$ cat src/rtl/me_pkg.sv
// Shared definitions for the ME (memory) stage: load opcodes, EX->ME bus control offsets, FSM states.
package me_pkg;

    localparam logic [2:0] LD_W  = 3'b000;
    localparam logic [2:0] LD_B  = 3'b001;
    localparam logic [2:0] LD_H  = 3'b010;
    localparam logic [2:0] LD_BU = 3'b101;
    localparam logic [2:0] LD_HU = 3'b110;

    // Control-field offsets above the dest field of the EX->ME bus.
    localparam int unsigned CTRL_GR_WE = 0;
    localparam int unsigned CTRL_LD_OP = 1;
    localparam int unsigned CTRL_REQ   = 4;
    localparam int unsigned CTRL_RFM   = 5;
    localparam int unsigned CTRL_W     = 6;
    localparam int unsigned LD_OP_W    = 3;

    typedef enum logic [1:0] {
        IDLE = 2'd0,
        WAIT = 2'd1,
        HOLD = 2'd2
    } me_state_e;

endpackage

$ cat src/rtl/me_load_align.sv
// Sub-word load alignment and sign/zero extension of a 32-bit read word.
module me_load_align
    import me_pkg::*;
#(
    parameter int unsigned DATA_W = 32
) (
    input  logic [DATA_W-1:0] w_i,
    input  logic [1:0]        a_i,
    input  logic [2:0]        ld_op_i,
    output logic [DATA_W-1:0] aligned_o
);

    logic [7:0]  byte_sel;
    logic [15:0] half_sel;

    always_comb begin
        byte_sel = w_i[{a_i, 3'b000} +: 8];
        // Halfword loads are naturally aligned, so only a[1] picks the half.
        half_sel = w_i[{a_i[1], 4'b0000} +: 16];
        case (ld_op_i)
            LD_B:    aligned_o = {{(DATA_W-8){byte_sel[7]}}, byte_sel};
            LD_BU:   aligned_o = {{(DATA_W-8){1'b0}}, byte_sel};
            LD_H:    aligned_o = {{(DATA_W-16){half_sel[15]}}, half_sel};
            LD_HU:   aligned_o = {{(DATA_W-16){1'b0}}, half_sel};
            default: aligned_o = w_i;
        endcase
    end

endmodule

$ cat src/rtl/me_stage_lsu.sv
// ME pipeline stage: split-transaction data SRAM response handling, response buffer,
// flush drain counter, load alignment, and forwarding/interlock status for ID.
module me_stage_lsu
    import me_pkg::*;
#(
    parameter int unsigned PC_W      = 32,
    parameter int unsigned DATA_W    = 32,
    parameter int unsigned DEST_W    = 5,
    parameter int unsigned HANDSHAKE = 1,
    parameter int unsigned CANCEL_W  = 2
) (
    input  logic                              clk,
    input  logic                              reset,
    input  logic                              flush,
    input  logic                              EX_to_ME_Valid,
    input  logic [PC_W+DATA_W+DEST_W+CTRL_W-1:0] EX_to_ME_Bus,
    output logic                              ME_Allow_in,
    input  logic                              data_sram_data_ok,
    input  logic [DATA_W-1:0]                 data_sram_rdata,
    input  logic                              WB_Allow_in,
    output logic                              ME_to_WB_Valid,
    output logic [PC_W+DEST_W+DATA_W:0]       ME_to_WB_Bus,
    output logic [DEST_W-1:0]                 ME_dest,
    output logic                              ME_load_pending
);

    localparam int unsigned InW = PC_W + DATA_W + DEST_W + CTRL_W;
    localparam logic [CANCEL_W-1:0] CancelMax = '1;
    localparam logic [CANCEL_W-1:0] CancelOne = {{(CANCEL_W-1){1'b0}}, 1'b1};

    logic [InW-1:0]      bus_q;
    logic                me_valid_q;
    me_state_e           state_q;
    logic                buf_valid_q;
    logic [DATA_W-1:0]   buf_q;
    logic [CANCEL_W-1:0] cancel_cnt_q;

    logic [PC_W-1:0]     pc;
    logic [DATA_W-1:0]   alu_result;
    logic                res_from_mem;
    logic                req_issued;
    logic [2:0]          ld_op;
    logic                gr_we;
    logic [DEST_W-1:0]   dest;
    logic                ex_req;

    logic                resp_ok;
    logic                drop;
    logic                cancel_inc;
    logic                ready_go;
    logic                accept;
    logic                accept_req;
    logic [DATA_W-1:0]   load_word;
    logic [DATA_W-1:0]   aligned;
    logic [DATA_W-1:0]   final_result;

    assign pc           = bus_q[InW-1 -: PC_W];
    assign alu_result   = bus_q[DEST_W+CTRL_W +: DATA_W];
    assign res_from_mem = bus_q[DEST_W+CTRL_RFM];
    assign req_issued   = bus_q[DEST_W+CTRL_REQ];
    assign ld_op        = bus_q[DEST_W+CTRL_LD_OP +: LD_OP_W];
    assign gr_we        = bus_q[DEST_W+CTRL_GR_WE];
    assign dest         = bus_q[DEST_W-1:0];
    assign ex_req       = EX_to_ME_Bus[DEST_W+CTRL_REQ];

    always_comb begin
        resp_ok    = (HANDSHAKE == 0) || (data_sram_data_ok && (cancel_cnt_q == '0));
        drop       = (HANDSHAKE != 0) && data_sram_data_ok && (cancel_cnt_q != '0);
        // Our own request is still in flight when flushed without its response.
        cancel_inc = flush && (state_q == WAIT) && !resp_ok;
        ready_go   = !req_issued || buf_valid_q || ((state_q == WAIT) && resp_ok);
        ME_Allow_in    = !me_valid_q || (ready_go && WB_Allow_in);
        ME_to_WB_Valid = me_valid_q && ready_go && !flush;
        accept     = EX_to_ME_Valid && ME_Allow_in;
        accept_req = accept && ex_req;
        load_word  = buf_valid_q ? buf_q : data_sram_rdata;
        final_result    = res_from_mem ? aligned : alu_result;
        ME_to_WB_Bus    = {pc, gr_we, dest, final_result};
        ME_dest         = (me_valid_q && gr_we) ? dest : '0;
        ME_load_pending = me_valid_q && res_from_mem && !ready_go;
    end

    me_load_align #(
        .DATA_W (DATA_W)
    ) u_load_align (
        .w_i       (load_word),
        .a_i       (alu_result[1:0]),
        .ld_op_i   (ld_op),
        .aligned_o (aligned)
    );

    always_ff @(posedge clk) begin
        if (reset) begin
            bus_q        <= '0;
            me_valid_q   <= 1'b0;
            state_q      <= IDLE;
            buf_valid_q  <= 1'b0;
            buf_q        <= '0;
            cancel_cnt_q <= '0;
        end else begin
            if (accept) begin
                bus_q <= EX_to_ME_Bus;
            end
            if (flush) begin
                me_valid_q <= 1'b0;
            end else if (ME_Allow_in) begin
                me_valid_q <= EX_to_ME_Valid;
            end

            if (cancel_inc && !drop && (cancel_cnt_q != CancelMax)) begin
                cancel_cnt_q <= cancel_cnt_q + CancelOne;
            end else if (drop && !cancel_inc) begin
                cancel_cnt_q <= cancel_cnt_q - CancelOne;
            end

            if (flush) begin
                state_q     <= IDLE;
                buf_valid_q <= 1'b0;
            end else begin
                case (state_q)
                    IDLE: begin
                        if (accept_req) begin
                            state_q <= WAIT;
                        end
                    end
                    WAIT: begin
                        if (resp_ok) begin
                            if (WB_Allow_in) begin
                                state_q <= accept_req ? WAIT : IDLE;
                            end else begin
                                state_q     <= HOLD;
                                buf_q       <= data_sram_rdata;
                                buf_valid_q <= 1'b1;
                            end
                        end
                    end
                    HOLD: begin
                        if (WB_Allow_in) begin
                            buf_valid_q <= 1'b0;
                            state_q     <= accept_req ? WAIT : IDLE;
                        end
                    end
                    default: state_q <= IDLE;
                endcase
            end
        end
    end

endmodule
$ cat config.mk
export PLATFORM = sky130hd
export DESIGN_NAME = me_stage_lsu
export DESIGN_NICKNAME = d
export VERILOG_FILES = /design/src/rtl/me_pkg.sv /design/src/rtl/me_load_align.sv /design/src/rtl/me_stage_lsu.sv
export SDC_FILE = /design/constraint.sdc
export NUM_CORES = 1
export LEC_CHECK = 0
export CORE_ASPECT_RATIO = 0.5
export CORE_MARGIN = 2
export CORE_UTILIZATION = 25
export DETAILED_ROUTE_END_ITERATION = 12
export PLACE_DENSITY_LB_ADDON = 0.2
export SETUP_SLACK_MARGIN = 0.2
export SLEW_MARGIN = 20
export SYNTH_ARGS = -nofsm -noshare
export SYNTH_HDL_FRONTEND = slang
export SYNTH_HIERARCHICAL = 1
export SYNTH_SLANG_ARGS = --single-unit
$ cat constraint.sdc
create_clock -name clk -period 2.3 [get_ports clk]
set_input_delay 0.345 -clock clk [delete_from_list [all_inputs] [get_ports clk]]
set_output_delay 0.345 -clock clk [all_outputs]
set_load 0.005 [all_outputs]
==> results of run 1 <==
-- per-layer routing --
layer / GRT usage / wire [um] / part of all wire
met3: 0.0457 / 952 / 0.042
met4: 0.0484 / 339 / 0.015
met1: 0.190 / 10000 / 0.44
met5: 0 / 0 / 0
met2: 0.278 / 11300 / 0.50
-- worst max path at each step --
stage | endpoint | slack (ps)
after floorplan | ME_to_WB_Bus[19] | 20
after detailed placement | ME_to_WB_Bus[11] | -750
final | ME_to_WB_Bus[11] | -750
after global placement | ME_to_WB_Bus[15] | -750
after global routing | ME_to_WB_Bus[18] | -850
after CTS | ME_to_WB_Bus[30] | -790
-- through the flow --
| step | power [mW] | util | hold slack [ps] | TNS [ps] |
|---|---|---|---|---|
| 3_5_place_dp | 3.59 | 0.347 | 446 | -21180 |
| 3_3_place_gp | 3.58 | 0.347 | 438 | -21050 |
| 2_1_floorplan | 2.94 | - | 423 | 0 |
| 6_report | 6.39 | 0.394 | 452 | -21430 |
| 4_1_cts | 6.48 | 0.390 | 446 | -22820 |
| 5_1_grt | 6.70 | 0.394 | 459 | -24540 |
-- cells in the mapped netlist (all sizes together), types with 11 or more instances --
cell,number
buf,67
o21ai,34
a21oi,35
mux2i,83
nand2,73
nor2,11
clkbuf,32
o211ai,21
nand2b,152
and3,14
dfxtp,113
mux2,76
-- layout make-up --
cell class	instances	share of cell area
diodes	1	0.000237
clock buffers	27	0.0505
inverters	6	0.00213
well taps	352	0.0417
repair buffers	290	0.278
flip-flops and latches	113	0.216
clock inverters	4	0.00664
multi-input cells	544	0.405
-- power groups by stage --
| stage | clock (mW) | combinational (mW) | sequential, mW |
|---|---|---|---|
| floorplan | 0 | 0.782 | 2.16 |
| global placement | 0 | 1.40 | 2.18 |
| detailed placement | 0 | 1.41 | 2.18 |
| CTS | 2.79 | 1.54 | 2.14 |
| global route | 2.89 | 1.66 | 2.15 |
| finish | 2.70 | 1.55 | 2.14 |
-- registers in the layout, summed over array words and instances (netlist names) --
signal and cells:
me_valid_q 1, bus_q 75, buf_valid_q 1, cancel_cnt_q 2, buf_q 32, state_q 2
-- kinds of logic (layout without fill, tap and decap cells) --
group	count (synthesis)	in the layout	synth area share
flops	113	113	0.328
fa+ha+maj	1	1	0.00145
other cells	0	1	0
buf+inv	105	327	0.0984
simple gates	273	273	0.223
compound gates	111	111	0.105
mux	159	159	0.245
-- critical path, delay by kind of cell (launching register included) --
kind	cells	cell delay, ps
muxes	3	870
DFF	1	370
buffers and inverters	6	760
AOI/OAI and AO/OA	2	260
-- repair_timing --
| action | in CTS | in global routing |
|---|---|---|
| setup buffers | 24 | 4 |
| setup endpoints to repair | 35 | 33 |
| hold endpoints to repair | 0 | 0 |
| pin swaps | 13 | 9 |
| gates resized for setup | 235 | 16 |
| cloned | 4 | 0 |
==> results.md, run 1 <==
Outcome:
- The run finished, with violations left.
- The checks that failed: negative setup slack.

Global routing:
- The remaining global-route overflow is 0.
- The largest net degree at the start of global routing is 85.
- The initial antenna violation count came to 1.
- The wire length of the first global-routing pass is 34500 um.
- The number of global-route vias before repair is between 6000 and 7000.
- Across every metal layer, demand over resource in global routing totals 0.159.

Critical path:
- The type of the worst setup path is flop to primary output.
- The slowest stage of the critical path is the sky130_fd_sc_hd__dfxtp_4 cell.
- The worst flop-to-flop path startpoint is buf_valid_q.
- The worst stage delay on the critical path is 370 ps.
- The critical path goes through buf_12 > buf_8 > mux2_4 > mux2_4 > a32oi_4 > buf_6 > buf_12 > buf_16 > o21ai_2 > mux2_4 > buf_6.
- The endpoint identified for the worst register-to-register timing path is bus_q[51].
- Data arrives at the worst endpoint at 2700 ps.
- The worst setup path is captured at a primary output.
- The most repeated library cell on the critical path is sky130_fd_sc_hd__mux2_4.
- The largest fanout of any net on the critical path is 7.
- The worst-case register-to-register setup slack is 510 ps.
- The kind of start point of the critical path is a flop.
- In this run the worst setup path begins at buf_valid_q.
- The worst reg2reg path depth is 7.
- The required time of the critical path is between 1500 and 2000 ps.

Floorplanning:
- The die height is 122 um.
- The core region is about 27000 um2.
- For this configuration, the core starts out at a cell density of 0.258.
- The floorplan has 42 rows.
- In this run the count of I/O pins placed on the die edge is 191.
- The floorplan die width is 239 um.
- The die footprint is 29000 um2.

Clock network:
- Clock tree synthesis found a total of 113 sinks.
- TritonCTS built the clock tree.
- The CTS H-tree depth is 4.
- In this run, post-CTS hold repair placed 0 buffers.
- The root buffer cell chosen for the clock tree is sky130_fd_sc_hd__clkbuf_16.
- Clock-pin slew was measured on the worst setup and hold paths at 50 ps.
- The insertion delay of the later-clocked pin in the worst-skew pair is 430 ps.
- Clock tree synthesis inserted a total of 17 buffers.
- The buffer depth of the longest clock path is 2.

Logic synthesis:
- The post-synthesis cell type with the largest combined area is sky130_fd_sc_hd__dfxtp_1.
- For this run, asynchronously set or reset flops after synthesis account for 0.
- The mapped netlist covers 6910 um2.
- The share of synthesized area in the top cell type comes to 0.328.
- Yosys printed 6 warnings.
- After synthesis, the cell types taking the most area are sky130_fd_sc_hd__dfxtp_1 (33%), sky130_fd_sc_hd__nand2b_1 (14%), sky130_fd_sc_hd__mux2_2 (12%).
- The mean instance size in the synthesized netlist is roughly 9 um2.
- Of the synthesized area, sequential elements account for 0.328.
- Synthesis produced a netlist whose cell count is about 760.
- The number of different library cells used by synthesis comes to a little under 50.
- Yosys mapped a number of flops with a built-in enable equal to 0.
- The most used flip-flop cell after synthesis is sky130_fd_sc_hd__dfxtp_1.
- In this run, synthesis produced a sequential element count of 113.
- The synthesized net count is 875.

Power:
- The sequential fraction of design power is 0.335.
- Of the total power, combinational logic draws 0.242.
- The leakage power is 4.21 nW.
- Of the total power, the share spent switching nets is 0.251.
- For this design the total switching power over the nets is 1.61 mW.
- The internal power is between 4 and 5 mW.
- Of the total power, the clock network draws 0.423.
- The areal power density over the cells is 606 nW/um2.
- The worst-case IR drop observed on VDD is 0.440 mV.

Finish:
- The finished layout holds 1337 standard cells, fillers aside.
- The area of all placed cells without fillers is 10600 um2.
- In the layout the commonest cells are sky130_fd_sc_hd__clkdlybuf4s50_1 (153), sky130_fd_sc_hd__nand2b_1 (151), sky130_fd_sc_hd__dfxtp_1 (109).
- The commonest non-fill, non-tap cell in the layout is sky130_fd_sc_hd__clkdlybuf4s50_1.
- The number of nets in the finished design is 1085.
- The layout overhead on the synthesized area is 52.8%.
- The sequential cell area in the final layout is roughly 2300 um2.
- In the final layout, the share of cells above drive strength 1 is 0.279.
- The count of filler cells inserted in the layout is 2661.
- In the final layout, the multi-input gates occupy 4280 um2.

Timing:
- The minimum clock period is 3050 ps.
- The number of slew-limit violations in the final report is 0.
- Derived from the worst setup path, the maximum achievable clock frequency is 0.328 GHz.
- In the finished design, the share of the clock period the worst path needs comes to 1.32.
- Setup violations remaining at the end of the flow were counted as 32.
- Measured against its own limit, the worst slew margin works out to 0.576.
- For the pin with the worst max-slew slack, the measured transition is 636 ps.
- Setup repair after global routing could not meet its margin everywhere.
- Across all setup checks in the final design, the least slack found is -745 ps.
- The count of final hold-check violations came to 0.
- Between clock sinks in the finished design, the worst skew comes to around 7.4 ps.

Routing:
- The detailed-route via count is 5950.
- The initial DRC count is 312.
- The ratio of routed vias to standard cells is 4.45.
- The final antenna-violating net count is 0.
- After detailed routing, the average wire length per cell comes to 16.9 um.
- The DRC violations left is 0.
- Before antenna repair, the detailed router went through 5 iterations.
- The routed design has 22600 um of wire.

Min path:
- The worst min-delay path class is flop to flop.
- The hold path startpoint is buf_q[24].
- The depth of the worst hold-timing path is 2.
- The hold-critical path endpoint is buf_q[24].

Placement:
- OpenSTA, run right after detailed placement, puts the worst setup slack at -745 ps.
- The final RePlAce weighted congestion is 0.841.
- The number of buffer cells added on primary ports is 190.
- The number of cells in the design after placement is 1273.
- The post-placement cell area is slightly above 9000 um2.
- After legalization and detailed placement, the total HPWL measured 16100 um.

Job:
- Across the run, the number of max-cap violations was 0.
(Power assumes the default switching activity.)
==> inputs of run 2 (changes only) <==
--- a/config.mk
+++ b/config.mk
@@ -14,5 +14,4 @@
 export SLEW_MARGIN = 20
 export SYNTH_ARGS = -nofsm -noshare
 export SYNTH_HDL_FRONTEND = slang
-export SYNTH_HIERARCHICAL = 1
 export SYNTH_SLANG_ARGS = --single-unit
==> results.md, run 2 <==
Power:
- The proportion of power drawn by the clock network is 0.436 (+0.013).
- The areal power density over the cells is 572 nW/um2 (-5.6%).
- The internal power is 4.23 mW (-12%).
- The sequential fraction of design power is 0.360 (+0.025).
- The leakage power was 3.87 nW (-8.2%).
- The switching portion of total power is 0.274 (+0.0226).
- The total power consumption of the routed design was 5.82 mW (-8.9%).
- The largest voltage drop on the vdd net is 0.475 mV (+7.9%).
- The reported net switching power is 1.59 mW (-0.74%).
- The combinational fraction of design power was 0.204 (-0.038).

Timing:
- Setup repair after global routing could not meet its margin everywhere.
- The setup TNS after final layout came to -15090 ps (+6340 ps).
- The number of slew-limit violations in the final report was 0 (unchanged).
- The maximum clock rate came to 0.373 GHz (+14%).
- The final worst clock skew is 9.09 ps (+1.64 ps).
- The final critical-path setup slack was -381 ps (+364 ps).
- The transition at the pin with the smallest max-transition slack is 694 ps (+57.7 ps).
- The final-report setup violation count is 64 (+100%).
- The worst slack on hold paths is 453 ps (+0.332 ps).
- The share of the cycle needed by the critical path after routing was 1.17 (-0.158).
- The minimum clock period is 2680 ps (-364 ps).
- The count of final hold-check violations is 0 (unchanged).
- The worst slew slack as a fraction of its limit is 0.538 (-0.0385).

Finish:
- The combined area of the multi-input logic cells is 3750 um2 (-12%).
- The commonest non-fill, non-tap cell in the layout is sky130_fd_sc_hd__nand2_1.
- The area of all placed cells without fillers is 10200 um2 (-3.5%).
- The number of flip-flops under the largest register name is 75 (unchanged).
- The share of cells above drive strength 1 came to 0.416 (+0.137).
- The final core utilization was 0.465 (+0.0717).
- Ranked by flip-flop count, first place goes to bus_q.
- The largest registers in the layout are bus_q: 75 flops, buf_q: 32 flops.
- In the layout the commonest cells are sky130_fd_sc_hd__nand2_1 (170), sky130_fd_sc_hd__clkdlybuf4s50_1 (153), sky130_fd_sc_hd__dfxtp_1 (107).
- The count of filler cells inserted in the layout is 2085 (-22%).
- The sequential cell area in the final layout is 2280 um2 (+0.11%).
- The antenna diode count came to 0 (-1).
- The layout overhead on the synthesized area is 80.6%.
- The number of nets in the finished design was 1090 (+0.46%).

Floorplanning:
- The count of standard-cell rows is 38 (-9.5%).
- The die height is 110 um (-9.3%).
- The floorplan die width came to 216 um (-9.5%).
- The die footprint was 23800 um2 (-18%).
- The starting density of the core is 0.258 (about the same).
- The number of ports placed on the die boundary was 191 (unchanged).
- The placeable core region was 21900 um2 (-18%).

Routing:
- The final antenna-violating net count is 0 (unchanged).
- The DRC violations left is 0 (unchanged).
- The final routed wire length divided by cell count is 17.4 um (+2.6%).
- The ratio of routed vias to standard cells was 4.68 (+5.1%).
- The total routed wirelength is 22400 um (-1.2%).
- The total iterations of the first detailed-routing run was 4 (-1).
- The initial DRC count is 230 (-26%).
- The detailed-route via count was 6024 (+1.2%).

Logic synthesis:
- Summed over all instances, the cell type with the most area after synthesis is sky130_fd_sc_hd__dfxtp_1.
- The proportion of register bits with asynchronous set or reset after synthesis was 0 (unchanged).
- The Yosys warning count is 0 (-6).
- By instance count, the leading cell after synthesis is sky130_fd_sc_hd__nand2_1.
- In the synthesized netlist the dominant register cell turns out to be sky130_fd_sc_hd__dfxtp_1.
- The number of library cell types mapped by synthesis is 45 (-8.2%).
- The number of register bits inferred by synthesis is 113 (unchanged).
- The mean instance size in the synthesized netlist is 7.74 um2 (-15%).
- The share of Yosys cell area claimed by the top area cell type is 0.401 (+0.0738).
- The part of the Yosys area used for sequential elements is 0.401 (+0.0738).
- Yosys attributes the largest share of cell area to sky130_fd_sc_hd__dfxtp_1 (40%), sky130_fd_sc_hd__nand2_1 (16%), sky130_fd_sc_hd__a21oi_1 (12%).
- The synthesized net count was 843 (-3.7%).
- By count the netlist is led by sky130_fd_sc_hd__nand2_1 (234), sky130_fd_sc_hd__a21oi_1 (130), sky130_fd_sc_hd__dfxtp_1 (113), sky130_fd_sc_hd__buf_4 (46), sky130_fd_sc_hd__mux2_2 (30).
- The synthesized area is 5640 um2 (-18%).
- The cell count after synthesis is 728 (-4.5%).
- The number of enable-type register cells in the synthesized netlist is 0 (unchanged).

Critical path:
- The largest fanout of any net on the critical path is 5 (-2).
- The setup path with the least slack is of type flop to primary output.
- The first element of the critical path is buf_valid_q.
- The worst reg2reg path depth is 13 (+6).
- STA classifies the critical path endpoint as a primary output.
- In this run the worst setup path terminates at ME_to_WB_Bus[7].
- The worst reg2reg path endpoint is buf_q[22].
- The arrival time at the worst endpoint was 2340 ps (-360 ps).
- The worst-case register-to-register setup slack came to -190 ps (-700 ps).
- The kind of start point of the critical path is a flop.
- The required time of the critical path is 1960 ps (about the same).
- The worst register-to-register path begins at cancel_cnt_q[1].

Clock network:
- The buffer depth of the longest clock path was 2 (unchanged).
- The insertion delay of the later-clocked pin in the worst-skew pair is 420 ps (about the same).
- The root buffer cell chosen for the clock tree is sky130_fd_sc_hd__clkbuf_16.
- The clock slew at the register clock pins of the worst setup and hold paths came to 60 ps (about the same).
- The number of sinks on the clock net is 113 (unchanged).
- The clock tree from TritonCTS is done.
- The number of buffers created by CTS is 17 (unchanged).
- The CTS H-tree depth is 4 (unchanged).

Placement:
- The number of buffer cells added on primary ports is 190 (unchanged).
- The post-placement cell area is 8060 um2 (-13%).
- The total half-perimeter wirelength after legalization and detailed placement is 14300 um (-11%).
- The final RePlAce weighted congestion is 0.798 (-5.1%).

Global routing:
- The global-route usage over all layers was 0.169 (+0.0100).
- The wire length of the first global-routing pass is 31000 um (-10%).
- The largest net degree at the start of global routing is 54 (-36%).
- The number of global-route vias before repair is 5779 (-5.0%).
- The remaining global-route overflow is 0 (unchanged).
- The initial antenna violation count was 0 (-1).

Outcome:
- The checks that failed: negative setup slack.
- The run finished, with violations left.

Min path:
- The hold path startpoint is bus_q[56].
- The worst min-delay path class is flop to flop.

Job:
- The number of maximum-capacitance constraint violations came to 0 (unchanged).
## run 2: cell count changes in the layout (fill, tap and decap cells not counted), moves of 18 or more
cell	before	now
sky130_fd_sc_hd__a21oi_1	34	61
sky130_fd_sc_hd__buf_2	2	34
sky130_fd_sc_hd__mux2_4	52	22
sky130_fd_sc_hd__nand2_4	0	49
sky130_fd_sc_hd__mux2i_1	81	10
sky130_fd_sc_hd__a21oi_2	0	77
sky130_fd_sc_hd__o211ai_1	19	1
sky130_fd_sc_hd__nand2b_1	151	6
sky130_fd_sc_hd__nand2_1	73	170
sky130_fd_sc_hd__o21ai_0	25	6
## run 2: logic make-up after synthesis
| family | Yosys count | share of synthesized area |
|---|---|---|
| AOI/OAI and AO/OA | 193 | 0.202 |
| adders and majority gates | 2 | 0.00444 |
| buffers and inverters | 98 | 0.103 |
| DFF | 113 | 0.401 |
| muxes | 42 | 0.0857 |
| and+or+nand+nor | 280 | 0.203 |
## run 2: metal layers
layer / part of all wire / vias up / global-route usage
met4: 0.020 / 0 / 0.0675
met1: 0.45 / 2927 / 0.207
li1: - / 2929 / -
met3: 0.041 / 33 / 0.0346
met2: 0.49 / 135 / 0.296
met5: 0 / - / 0
## run 2: power groups by stage
stage                     registers (mW)  clock network (mW)  logic (mW)
final                               2.09                2.54        1.19
after global routing                2.10                2.68        1.27
after CTS                           2.09                2.58        1.04
after detailed placement            2.14                   0       0.992
after global placement              2.13                   0       0.987
after floorplan                     2.12                   0       0.446
## run 2: per-stage QoR
| step | setup WS, ps | cells |
|---|---|---|
| floorplan | 276 | 728 |
| global placement | -606 | 1202 |
| detailed placement | -592 | 1202 |
| CTS | -393 | 1271 |
| global route | -451 | 1288 |
| finish | -381 | 1288 |
## run 2: repair_timing
action,in CTS,in global routing
hold buffers,0,0
endpoints found under the hold margin,0,0
pin swaps,39,113
setup endpoints to repair,35,132
resized for setup,228,201
setup buffers,34,7
cloned,3,10
## run 2: how the worst min path moves through the flow
stage / cells after the start / endpoint / slack [ps]
floorplan: 1 / state_q[0] / 420
global placement: 2 / buf_q[21] / 440
detailed placement: 2 / buf_q[12] / 440
CTS: 2 / bus_q[5] / 400
global route: 2 / bus_q[2] / 470
finish: 2 / bus_q[56] / 450
## run 2: worst max-delay path, cell delays in order, from the launching register on
cell	delay [ps]
sky130_fd_sc_hd__dfxtp_4	430
sky130_fd_sc_hd__mux4_2	590
sky130_fd_sc_hd__mux2_4	310
sky130_fd_sc_hd__buf_6	120
sky130_fd_sc_hd__a221oi_4	270
sky130_fd_sc_hd__nor2_2	70
sky130_fd_sc_hd__buf_2	130
## run 2: layout make-up
class | instances | share of cell area
Multi-Input combinational cell | 517 | 0.368
Sequential cell | 113 | 0.224
Inverter | 7 | 0.00258
Clock inverter | 13 | 0.0111
Tap cell | 300 | 0.0369
Timing Repair Buffer | 319 | 0.313
Clock buffer | 19 | 0.0445
==> inputs of run 3 (changes only) <==
--- a/config.mk
+++ b/config.mk
@@ -5,12 +5,12 @@
 export SDC_FILE = /design/constraint.sdc
 export NUM_CORES = 1
 export LEC_CHECK = 0
+export ABC_AREA = 1
 export CORE_ASPECT_RATIO = 0.5
 export CORE_MARGIN = 2
 export CORE_UTILIZATION = 25
 export DETAILED_ROUTE_END_ITERATION = 12
 export PLACE_DENSITY_LB_ADDON = 0.2
-export SETUP_SLACK_MARGIN = 0.2
 export SLEW_MARGIN = 20
 export SYNTH_ARGS = -nofsm -noshare
 export SYNTH_HDL_FRONTEND = slang
==> results.md, run 3 <==
Critical path:
- The largest fanout of any net on the critical path was 8 (+3).
- The type of the worst setup path is flop to primary output.
- The arrival time at the worst endpoint is 1940 ps (-400 ps).
- The required time of the critical path was 1960 ps (about the same).
- The category of the worst setup path capture point is a primary output.
- The kind of start point of the critical path is a flop.

Logic synthesis:
- The mean instance size in the synthesized netlist is 6.52 um2 (-16%).
- By area the synthesized netlist is led by sky130_fd_sc_hd__dfxtp_1 (39%), sky130_fd_sc_hd__nor2_1 (17%), sky130_fd_sc_hd__nand2_1 (9.4%).
- The number of register bits inferred by synthesis was 113 (unchanged).
- The synthesized net count came to 999 (+19%).
- The most common cell in the synthesized netlist is sky130_fd_sc_hd__nor2_1.
- The proportion of register bits with asynchronous set or reset after synthesis came to 0 (unchanged).
- The number of enable-type register cells in the synthesized netlist was 0 (unchanged).
- The part of the Yosys area used for sequential elements is 0.393 (-0.00880).
- The share of Yosys cell area claimed by the top area cell type came to 0.393 (-0.00880).
- The cell count after synthesis came to 884 (+21%).
- The post-synthesis cell type with the largest combined area is sky130_fd_sc_hd__dfxtp_1.
- The number of library cell types mapped by synthesis is 29 (-36%).
- The synthesized area came to 5760 um2 (+2.2%).
- Sorting the synthesized cells by how often they occur yields sky130_fd_sc_hd__nor2_1 (258), sky130_fd_sc_hd__nand2_1 (144), sky130_fd_sc_hd__dfxtp_1 (113), sky130_fd_sc_hd__o21ai_0 (91), sky130_fd_sc_hd__nand3_1 (48).
- In the synthesized netlist the dominant register cell turns out to be sky130_fd_sc_hd__dfxtp_1.
- The Yosys warning count was 0 (unchanged).

Finish:
- Leaving out fill and tap cells, the most frequent cells in the layout are sky130_fd_sc_hd__nor2_1 (249), sky130_fd_sc_hd__clkdlybuf4s50_1 (158), sky130_fd_sc_hd__nand2_1 (108), sky130_fd_sc_hd__dfxtp_1 (108), sky130_fd_sc_hd__o21ai_0 (81).
- The antenna diode count is 0 (unchanged).
- The final core utilization is 0.407 (-0.0584).
- The number of nets in the finished design came to 1197 (+9.8%).
- The largest registers in the layout are bus_q: 75 flops, buf_q: 32 flops.
- From synthesis to final layout, the design area changed by 60.6%.
- The number of flip-flops under the largest register name was 75 (unchanged).
- The share of cells above drive strength 1 came to 0.250 (-0.166).
- The register bank with the most flops is bus_q.
- The library cell used most frequently in the layout, excluding fill and tap cells, is sky130_fd_sc_hd__nor2_1.

Global routing:
- The initial antenna violation count came to 0 (unchanged).
- The remaining global-route overflow is 0 (unchanged).
- The layer carrying the most global-route usage is met2.
- The met3 routing resource usage after global routing was 0.0473 (+0.0127).
- The global-route usage over all layers is 0.174 (+0.00524).
- The wire length of the first global-routing pass was 33000 um (+6.3%).
- The largest net degree at the start of global routing was 82 (+52%).
- The met2 routing resource usage after global routing is 0.292 (-0.00358).
- The number of global-route vias before repair is 6163 (+6.6%).
- The met1 global-route usage is 0.212 (+0.00467).

Placement:
- The total half-perimeter wirelength after legalization and detailed placement was 14900 um (+3.8%).
- The final RePlAce weighted congestion is 0.846 (+6.0%).
- The number of buffer cells added on primary ports is 190 (unchanged).
- The worst setup timing slack at the placement stage is -313 ps (+279 ps).

Min path:
- In this run the worst hold path is classified as flop to flop.

Floorplanning:
- The placeable core region is 22700 um2 (+4.0%).
- The starting density of the core was 0.253 (-0.00428).
- The count of standard-cell rows is 39 (+2.6%).
- The die footprint was 24400 um2 (+2.2%).
- The floorplan die width came to 219 um (+1.1%).
- The number of ports placed on the die boundary was 191 (unchanged).
- The die height was 111 um (+1.1%).

Outcome:
- The run finished with clean final reports.

Timing:
- The final worst clock skew is 6.22 ps (-2.87 ps).
- The maximum clock rate is 0.437 GHz (+17%).
- The worst slew slack as a fraction of its limit is 0.691 (+0.154).
- The final critical-path setup slack is 10.7 ps (+392 ps).
- The count of final hold-check violations is 0 (unchanged).
- The final-report setup violation count came to 0 (-100%).
- The share of the cycle needed by the critical path after routing was 0.995 (-0.171).
- Setup repair after global routing could not meet its margin everywhere.
- The minimum clock period is 2290 ps (-392 ps).
- The transition at the pin with the smallest max-transition slack is 463 ps (-230 ps).
- The number of slew-limit violations in the final report was 0 (unchanged).

Clock network:
- The clock tree from TritonCTS is done.
- The insertion delay of the later-clocked pin in the worst-skew pair is 410 ps (about the same).
- The clock tree root driver cell is sky130_fd_sc_hd__clkbuf_16.
- The number of hold buffers added after CTS is 0 (unchanged).
- The clock slew at the register clock pins of the worst setup and hold paths was 60 ps (about the same).
- The number of sinks on the clock net is 113 (unchanged).
- The number of buffers created by CTS is 17 (unchanged).
- The CTS H-tree depth is 4 (unchanged).
- The buffer depth of the longest clock path is 2 (unchanged).

Routing:
- The detailed-route via count is 6263 (+4.0%).
- The initial DRC count was 334 (+45%).
- The final antenna-violating net count was 0 (unchanged).
- The total iterations of the first detailed-routing run is 4 (unchanged).
- The total routed wirelength is 21000 um (-5.8%).
- The final routed wire length divided by cell count is 15.0 um (-14%).
- The ratio of routed vias to standard cells is 4.47 (-4.5%).
- The DRC violations left is 0 (unchanged).

Job:
- The number of maximum-capacitance constraint violations was 0 (unchanged).

Power:
- The largest voltage drop on the vdd net came to 0.466 mV (-1.9%).
- The leakage power is 3.93 nW (+1.5%).
- The areal power density over the cells was 641 nW/um2 (+12%).
run 3: cell count changes after synthesis, moves of 8 or more:
cell	delta
sky130_fd_sc_hd__nand2_1	-90
sky130_fd_sc_hd__nand3_1	+48
sky130_fd_sc_hd__nor2_1	+240
sky130_fd_sc_hd__o22ai_1	-9
sky130_fd_sc_hd__mux2_2	-30
sky130_fd_sc_hd__o21ai_1	+28
sky130_fd_sc_hd__buf_4	-8
sky130_fd_sc_hd__a21oi_2	-14
sky130_fd_sc_hd__a21oi_1	-84
sky130_fd_sc_hd__o21ai_0	+80
sky130_fd_sc_hd__inv_1	+27
run 3: worst max-delay path, stage by stage (launching register included):
cell	delay [ps]
sky130_fd_sc_hd__dfxtp_2	330
sky130_fd_sc_hd__buf_12	150
sky130_fd_sc_hd__clkinv_8	60
sky130_fd_sc_hd__nand2_2	50
sky130_fd_sc_hd__nand2_2	80
sky130_fd_sc_hd__nand2_2	80
sky130_fd_sc_hd__nand2_4	100
sky130_fd_sc_hd__nand2_4	60
sky130_fd_sc_hd__nand3_4	140
sky130_fd_sc_hd__nand2_4	90
sky130_fd_sc_hd__buf_4	150
sky130_fd_sc_hd__a21oi_2	120
sky130_fd_sc_hd__buf_2	120
run 3: through the flow:
stage	TNS [ps]	cell area, um2	hold slack, ps	cells	power [mW]
after floorplan	0	5760	414	884	2.71
after global placement	-6730	7940	454	1344	3.32
after detailed placement	-7210	7940	463	1344	3.32
after CTS	-370	8970	471	1393	5.94
after global routing	-1320	9260	491	1402	6.22
final	0	9260	470	1402	5.93
run 3: where the power goes:
part / switching, mW / total [mW] / internal, mW
clock: 0.941 / 2.49 / 1.55
sequential: 0.0668 / 2.13 / 2.07
combinational: 0.646 / 1.30 / 0.656
run 3: cell families after synthesis:
logic type / count (synthesis) / synth area share
multiplexers: 5 / 0.00869
AND/OR/NAND/NOR: 464 / 0.322
AO/OA/AOI/OAI: 171 / 0.150
buffers and inverters: 129 / 0.122
adder cells (fa/ha/maj): 2 / 0.00434
flip-flops: 113 / 0.393
run 3: repair_timing:
item                       CTS  global route
setup buffers               15            10
pin swaps                   19            30
setup endpoints to repair   32            35
gates resized for setup    223            84
cloned                       2             0
run 3: cell type report:
type / instances / area (um2)
fillers: 2330 / 13500
multi-input cells: 643 / 3370
repair buffers: 269 / 2510
flip-flops and latches: 113 / 2270
clock buffers: 21 / 470
well taps: 307 / 384
inverters: 38 / 168
clock inverters: 11 / 87.6
run 3: path summary, 6_finish.rpt:
| check | from | end | slack (ps) | cells after the start |
|---|---|---|---|---|
| worst max-delay path | buf_valid_q | ME_to_WB_Bus[29] | 10 | 12 |
| worst min-delay path | bus_q[9] | bus_q[9] | 470 | 2 |
| worst max register to register | state_q[0] | bus_q[23] | 610 | 10 |
| worst min register to register | bus_q[9] | bus_q[9] | 470 | 2 |
run 3: metal layers:
| metal | part of all wire | up-vias |
|---|---|---|
| met5 | 0 | - |
| met4 | 0.028 | 0 |
| met3 | 0.044 | 34 |
| met2 | 0.49 | 140 |
| met1 | 0.44 | 2902 |
| li1 | - | 3187 |
